`src/rtl/sample_fifo_mc.sv`:
```
// Multi-channel sample FIFO: each entry holds a channel tag plus a sample.
// Registered occupancy/status flags, one-cycle read latency, sticky over/underrun flags.
module sample_fifo_mc #(
  parameter int DATA_WIDTH = 20,
  parameter int NUM_CH     = 3,
  parameter int DEPTH      = 96,
  parameter int OVR_MODE   = 0,
  localparam int CH_W      = (NUM_CH > 2) ? $clog2(NUM_CH) : 1,
  localparam int CNT_W     = $clog2(DEPTH + 1)
) (
  input  logic                  mems_clk,
  input  logic                  rst,
  input  logic                  flush,
  input  logic                  wr_en,
  input  logic [CH_W-1:0]       wr_ch,
  input  logic [DATA_WIDTH-1:0] wr_data,
  input  logic                  rd_en,
  output logic                  rd_valid,
  output logic [DATA_WIDTH-1:0] rd_data,
  output logic [CH_W-1:0]       rd_ch,
  output logic [CNT_W-1:0]      entries,
  input  logic [CNT_W-1:0]      wm_level,
  output logic                  wm_hit,
  output logic                  empty,
  output logic                  full,
  output logic                  ovr,
  output logic                  udr,
  input  logic                  flag_clr
);

  localparam int PTR_W = (DEPTH > 2) ? $clog2(DEPTH) : 1;
  localparam logic [CH_W:0] NUM_CH_L = NUM_CH[CH_W:0];

  logic [CH_W+DATA_WIDTH-1:0] mem [DEPTH];

  logic [PTR_W-1:0] wr_ptr_q, wr_ptr_d, rd_ptr_q, rd_ptr_d;
  logic [CNT_W-1:0] entries_q, entries_d;
  logic             empty_q, empty_d, full_q, full_d, wm_hit_q, wm_hit_d;
  logic             ovr_q, ovr_d, udr_q, udr_d, rd_valid_q, rd_valid_d;
  logic [DATA_WIDTH-1:0] rd_data_q;
  logic [CH_W-1:0]  rd_ch_q;
  logic             wr_ok, rd_ok, mem_we, ovr_evt, udr_evt;

  function automatic logic [PTR_W-1:0] ptr_inc(input logic [PTR_W-1:0] p);
    return (p == PTR_W'(DEPTH - 1)) ? '0 : p + PTR_W'(1);
  endfunction

  always_comb begin
    wr_ok      = wr_en && ({1'b0, wr_ch} < NUM_CH_L);
    rd_ok      = !flush && rd_en && (entries_q != '0);
    wr_ptr_d   = wr_ptr_q;
    rd_ptr_d   = rd_ptr_q;
    entries_d  = entries_q;
    mem_we     = 1'b0;
    ovr_evt    = 1'b0;
    udr_evt    = 1'b0;
    if (flush) begin
      wr_ptr_d  = '0;
      rd_ptr_d  = '0;
      entries_d = '0;
    end else begin
      udr_evt = rd_en && (entries_q == '0);
      if (wr_ok) begin
        if (rd_ok || !full_q) begin
          mem_we   = 1'b1;
          wr_ptr_d = ptr_inc(wr_ptr_q);
        end else begin
          ovr_evt = 1'b1;
          // Overwrite mode: the oldest slot is the write slot, so both pointers step.
          if (OVR_MODE != 0) begin
            mem_we   = 1'b1;
            wr_ptr_d = ptr_inc(wr_ptr_q);
            rd_ptr_d = ptr_inc(rd_ptr_q);
          end
        end
      end
      if (rd_ok) rd_ptr_d = ptr_inc(rd_ptr_q);
      if (rd_ok && !wr_ok)
        entries_d = entries_q - CNT_W'(1);
      else if (wr_ok && !rd_ok && !full_q)
        entries_d = entries_q + CNT_W'(1);
    end
    empty_d    = (entries_d == '0);
    full_d     = (entries_d == CNT_W'(DEPTH));
    wm_hit_d   = (wm_level != '0) && (entries_d >= wm_level);
    rd_valid_d = rd_ok;
    // A flagged event in the same cycle as flag_clr keeps the flag set.
    ovr_d      = ovr_evt ? 1'b1 : (flag_clr ? 1'b0 : ovr_q);
    udr_d      = udr_evt ? 1'b1 : (flag_clr ? 1'b0 : udr_q);
  end

  always_ff @(posedge mems_clk) begin
    if (rst) begin
      wr_ptr_q   <= '0;
      rd_ptr_q   <= '0;
      entries_q  <= '0;
      empty_q    <= 1'b1;
      full_q     <= 1'b0;
      wm_hit_q   <= 1'b0;
      ovr_q      <= 1'b0;
      udr_q      <= 1'b0;
      rd_valid_q <= 1'b0;
    end else begin
      wr_ptr_q   <= wr_ptr_d;
      rd_ptr_q   <= rd_ptr_d;
      entries_q  <= entries_d;
      empty_q    <= empty_d;
      full_q     <= full_d;
      wm_hit_q   <= wm_hit_d;
      ovr_q      <= ovr_d;
      udr_q      <= udr_d;
      rd_valid_q <= rd_valid_d;
    end
  end

  always_ff @(posedge mems_clk) begin
    if (!rst && mem_we) mem[wr_ptr_q] <= {wr_ch, wr_data};
  end

  // Registered read port; old data is returned when a full FIFO reads and writes one slot.
  always_ff @(posedge mems_clk) begin
    if (rst) begin
      rd_data_q <= '0;
      rd_ch_q   <= '0;
    end else if (rd_ok) begin
      {rd_ch_q, rd_data_q} <= mem[rd_ptr_q];
    end
  end

  assign rd_valid = rd_valid_q;
  assign rd_data  = rd_data_q;
  assign rd_ch    = rd_ch_q;
  assign entries  = entries_q;
  assign empty    = empty_q;
  assign full     = full_q;
  assign wm_hit   = wm_hit_q;
  assign ovr      = ovr_q;
  assign udr      = udr_q;

endmodule
```
`config.mk`:
```
export PLATFORM = sky130hd
export DESIGN_NAME = sample_fifo_mc
export DESIGN_NICKNAME = d
export VERILOG_FILES = /design/src/rtl/sample_fifo_mc.sv
export SDC_FILE = /design/constraint.sdc
export NUM_CORES = 2
export LEC_CHECK = 0
export CORE_ASPECT_RATIO = 1.5
export CORE_MARGIN = 1.5
export CORE_UTILIZATION = 35
export DETAILED_ROUTE_END_ITERATION = 7
export PLACE_DENSITY = 0.52
export SKIP_CTS_REPAIR_TIMING = 1
export SKIP_LAST_GASP = 1
export SYNTH_ARGS = -nofsm -noshare
export SYNTH_HDL_FRONTEND = slang
export SYNTH_SLANG_ARGS = --single-unit
export TNS_END_PERCENT = 100
```
`constraint.sdc`:
```
create_clock -name mems_clk -period 3.8 [get_ports mems_clk]
set_clock_uncertainty 0.1 [all_clocks]
set_input_delay 0.57 -clock mems_clk [delete_from_list [all_inputs] [get_ports mems_clk]]
set_output_delay 0.57 -clock mems_clk [all_outputs]
set_load 0.02 [all_outputs]
```
== Word level (Yosys, flattened, before mapping) ==
Memories as Yosys holds them, arrays and structs flattened. A register that Yosys moved wholly into a read port is not among the register bits.
Cells that the tools add are included.
Word-level totals
  register bits after elaboration: 27
  memory bits (writable): 2112
  output and inout port bits: 35
  logic and storage cells: 59
  memories: 1
Cells by class
  $add $sub $neg: 4
  $lt $le $gt $ge: 2
  equal/unequal tests: 3
  mux-type cells: 17
  reductions and logical operators: 23
Memories
  mem: words 96, bits a word 22, rd ports 1, clocked after Yosys merged registers in 1, wr ports 1, line 34  | logic [CH_W+DATA_WIDTH-1:0] mem [DEPTH];
Operators by type and width (number)
  2-to-1 mux 7 bit: 5
  adder 7 x 1 -> 7 bit, second input constant: 3
  == test 7 bit, second input constant: 3
  zero test 7 bit: 2
  nonzero test 7 bit: 2
  2-to-1 mux 1 bit: 12
  logical AND 1 bit: 9
  >= comparator 7 bit: 1
  subtractor 7 x 1 -> 7 bit, second input constant: 1
  zero test 1 bit: 5
  nonzero test 2 bit: 2
  < comparator 2 bit, second input constant: 1
  AND reduction 2 bit: 1
  OR reduction 2 bit: 1
  logical OR 1 bit: 1

== Longest topological paths before layout ==
  depth in word-level cells: 11
  depth in mapped cells: 14
  gate-level depth less buffers: 14

== Least setup slack after synthesis ==
No wires, ideal clock.
  path type: register -> register
  start: reg entries_q[0] (netlist: entries[0])
  end: mem mem[78][0] in the netlist's numbering (enable)
  setup time: 401 ps
  arrival time: 3077 ps
  path slack: 222 ps
  stages on the path, launching flop included: 11
  path buffers: 1
  cells stage by stage: dfxtp_1 inv_1 ha_1 or3b_1 o21ai_4 a21oi_2 nand2_1 nor2_1 nand3_1 clkbuf_1 nor2_1
Between the ends
  longest elaborated chain between the ends: 9
RTL lines
  start, declared: line 37  | logic [CNT_W-1:0] entries_q, entries_d;
  start signal, assigned: line 106  | entries_q <= entries_d;
  nonzero test 7 bit: line 50  | rd_ok = !flush && rd_en && (entries_q != '0);
  logical AND 1 bit: line 50
  logical OR 1 bit: line 64  | if (rd_ok || !full_q) begin
  2-to-1 mux 1 bit: line 64
  2-to-1 mux 1 bit: line 63  | if (wr_ok) begin
  2-to-1 mux 1 bit: line 57  | if (flush) begin
  logical AND 1 bit: line 117  | if (!rst && mem_we) mem[wr_ptr_q] <= {wr_ch, wr_data};
  2-to-1 mux 1 bit: line 117
  2-to-1 mux 1 bit (not written as such): line 117
  end, declared: line 34
No other way between the ends.

==> run summary <==
In this run the vertical extent of the chip is around 600 um. The part of the power in registers is 55.3%. The average size of a mapped cell is 21.4 sq um.

The type of the tightest min-delay check is primary input to register. The total standard cell area after synthesis came out at between 80000 and 90000 sq um. The first-pass detailed-route iteration total came out at 7.

The die covers around 240000 sq um. The synthesis-to-layout area growth is 17.2%. The starting density of the core came out at 35.3%. Timing analysis after detailed placement gives a worst setup slack of -0.149 ns. The clock transition at the register clock pins on the worst setup and hold paths after CTS is ~0.070 ns. The worst setup path is captured at a register. The total number of nets in the final design came out at roughly 4400. The slew at the pin closest to its max-slew limit is 1.23 ns. The final antenna-violating net count came out at 0. The part of the power in combinational logic is 2.7%. The number of synthesized register bits is roughly 2200. The number of max-slew violations in the final report came out at 0. The number of cells produced by synthesis came out at 3924. The highest clock frequency the design can meet is 286 MHz.

In this run the standard cell core region covers between 200000 and 250000 sq um. The run finished with clean final reports. The starting DRC count in detailed routing is between 3000 and 4000.

The total congestion overflow is 0. The share of the synthesized area in the top cell type is around 76%. The most common cell in the synthesized netlist is sky130_fd_sc_hd__edfxtp_1.

The maximum number of pins on one net before global-route repair came out at 97. For the worst setup path, the data required time is roughly 4.4 ns. Using the TritonRoute via totals, the vias-per-cell ratio works out to approximately 5.4. The total wirelength of the detailed-routed design is 238000 um. The via count of the first global-routing pass is about 43000. The worst setup path is launched from a register. By startpoint and endpoint, the worst setup path is classified as register to register.

The leakage power summed over all cells is 29.5 nW. The tool flagged a number of max-cap violations equal to 0. The count of yosys warnings during synthesis came out at 0.

The highest fanout seen on the critical path is 19. Setup repair after global routing left no endpoint under its margin. For this run, the leading register cell type out of synthesis is sky130_fd_sc_hd__edfxtp_1. The initial antenna violation count came out at 12. The cell chosen for the clock root is sky130_fd_sc_hd__clkbuf_16.

The placed instance area is around 92000 sq um. The DRC violation count after routing came out at 0. The share of synthesized flip-flops with an asynchronous set or reset is 0%.

The maximum vdd ir drop came out at roughly 300 uV. Of the total power, the share spent switching nets is 20.5%. The clock latency at the later pin of the worst-skew pair is around 0.86 ns. The reported net switching power came out at ~10 mW.

Sequential cells were found to cover ~77% of the synthesized design area. The maximum clock insertion buffer count is 4. The site row count came out at between 200 and 250. The number of buffers created by CTS is 200. The power per unit of standard cell area came out at just under 500 nW/um^2. Overall power consumption after layout is estimated at ~47 mW.

Setup violations remaining at the end of the flow were counted as 0. Input and output buffers added on the ports amount to 69. The hold violation total from the final report was 0. The number of clock sinks came out at approximately 2200. From left edge to right edge, the die measures about 400 um. The worst hold margin is ~0.026 ns.

The first-pass GRT wire length is about 340000 um. The data arrival time of the critical path came out at 4.12 ns. The clock tree from TritonCTS is built. The wire length per cell is 31.2 um. The boundary pin count is 70. The post-layout minimum cycle time came out at between 3 and 4 ns. The post-layout worst setup margin came out at 0.304 ns. Per report_power, the clock group accounts for 42.1% of the total. The relative slew slack came out at 18.1%. The ratio of cells with drive above 1 in the final layout is between 20 and 30%.

Sorting the synthesized cells by area gives the leading types as sky130_fd_sc_hd__edfxtp_1 76%, sky130_fd_sc_hd__mux4_2 13%, sky130_fd_sc_hd__mux2i_1 2.9%, sky130_fd_sc_hd__dfxtp_1 1.2%, sky130_fd_sc_hd__nor2_1 0.85%. After synthesis, the netlist uses 76 different library cells. The total via count in the routed design came out at around 41000. Detailed placement finished with a half-perimeter wire length of 151000 um. The post-route clock period utilization is just over 90%. The number of enable flip-flop cells after synthesis came out at roughly 2100.

The internal power is 37.7 mW. The largest total area in the synthesized netlist belongs to sky130_fd_sc_hd__edfxtp_1. The aggregate global-route resource usage came out at 19.6%. Routability-driven placement finished with a final weighted congestion of around 0.83. By count the netlist is led by 2112 x sky130_fd_sc_hd__edfxtp_1, 489 x sky130_fd_sc_hd__mux4_2, 241 x sky130_fd_sc_hd__mux2i_1. In this run the number of H-tree levels came out at 4. The post-synthesis net count came out at between 3000 and 4000. The finished cells cover around 98000 sq um.
[metrics by stage]
| stage | util (%) | setup TNS (ns) | instances |
|---|---|---|---|
| global route | 41.3 | 0 | 7625 |
| detailed placement | 38.6 | -0.149 | 7266 |
| finish | 41.3 | 0 | 7634 |
| floorplan | - | 0 | 3924 |
| CTS | 41.3 | -0.168 | 7623 |
| global placement | 38.6 | -0.194 | 7266 |
[final cells by class]
class,count,area [sq um]
fill,20802,140000
sequential,2161,64400
multi-input combinational,1532,18400
clock buffer,247,5270
timing repair buffer,462,5170
tap,3094,3870
clock inverter,110,1070
inverter,18,67.6
antenna,10,25.0
[power groups by stage]
stage          combinational (mW)  clock, mW  sequential [mW]
2_1_floorplan               0.403          0             26.7
3_3_place_gp                 1.26          0             26.7
3_5_place_dp                 1.28          0             26.7
4_1_cts                      1.28       20.4             26.2
5_1_grt                      1.33       21.2             26.2
6_report                     1.26       20.0             26.2
[registers in the layout, summed over array words and instances, names as in the netlist]
register and cells:
wr_ptr_q 7, udr 1, rd_ptr_q 7, rd_valid 1, rd_data 20, empty 1, wm_hit 1, entries 7
rd_ch 2, ovr 1, full 1, mem 2112
[worst paths after layout]
check	from	cells after the start	slack, ns	to
setup reg to reg	rd_ptr_q[0]	9	0.30	rd_ch[0]
hold reg to reg	ovr	2	0.40	ovr
setup / recovery	rd_ptr_q[0]	9	0.30	rd_ch[0]
hold / removal	wr_data[0]	1	0.03	mem[74][0]
[logic make-up (layout without fill, tap and decap cells)]
family	count (synthesis)	count (layout)	synth area share, %
muxes	762	762	16.4
and+or+nand+nor	426	426	2.27
AOI/OAI and AO/OA	319	319	2.60
buffers and inverters	231	837	1.59
DFF	2161	2161	76.8
other	0	10	0
xor gates and xnor gates	13	13	0.136
adders and majority gates	12	12	0.179
[critical path, cell delays in order (launching register included)]
cell                        delay (ns)
sky130_fd_sc_hd__dfxtp_4          0.69
sky130_fd_sc_hd__buf_12           0.27
sky130_fd_sc_hd__buf_12           0.22
sky130_fd_sc_hd__mux4_2           0.53
sky130_fd_sc_hd__nor2b_1          0.16
sky130_fd_sc_hd__a2111oi_1        0.82
sky130_fd_sc_hd__buf_4            0.24
sky130_fd_sc_hd__a311oi_1         0.05
sky130_fd_sc_hd__a31oi_1          0.18
sky130_fd_sc_hd__nor3_1           0.06
[placed cells by master (no fill, tap or decap), types with 12 or more instances in the layout]
master,instances
sky130_fd_sc_hd__mux4_2,489
sky130_fd_sc_hd__a31oi_1,29
sky130_fd_sc_hd__a2111oi_0,14
sky130_fd_sc_hd__bufinv_16,19
sky130_fd_sc_hd__clkbuf_1,40
sky130_fd_sc_hd__clkdlybuf4s50_1,46
sky130_fd_sc_hd__buf_12,127
sky130_fd_sc_hd__clkinv_1,37
sky130_fd_sc_hd__o22ai_1,29
sky130_fd_sc_hd__nor2b_1,29
sky130_fd_sc_hd__inv_1,17
sky130_fd_sc_hd__clkinvlp_4,13
sky130_fd_sc_hd__mux2_2,31
sky130_fd_sc_hd__ha_1,12
sky130_fd_sc_hd__nor2_2,96
sky130_fd_sc_hd__nor2_1,95
sky130_fd_sc_hd__clkbuf_16,202
sky130_fd_sc_hd__edfxtp_1,2112
sky130_fd_sc_hd__nor3_1,21
sky130_fd_sc_hd__a221oi_1,18
sky130_fd_sc_hd__nand3_1,38
sky130_fd_sc_hd__o21ai_0,62
sky130_fd_sc_hd__buf_4,288
sky130_fd_sc_hd__nand2_1,102
sky130_fd_sc_hd__mux2i_1,241
sky130_fd_sc_hd__a21oi_1,45
sky130_fd_sc_hd__a22oi_1,28
sky130_fd_sc_hd__dfxtp_1,44
sky130_fd_sc_hd__clkinv_2,30
[metal layers]
metal | GRT usage, % | vias to the layer above | share of wire [%]
met1 | 24.0 | 22458 | 39
met2 | 35.4 | 1176 | 53
met4 | 7.04 | 2 | 3.8
met3 | 2.33 | 335 | 4.5
met5 | 0 | - | 0.0038
li1 | - | 17296 | -
Note: power is estimated with default switching activity, not from simulation.
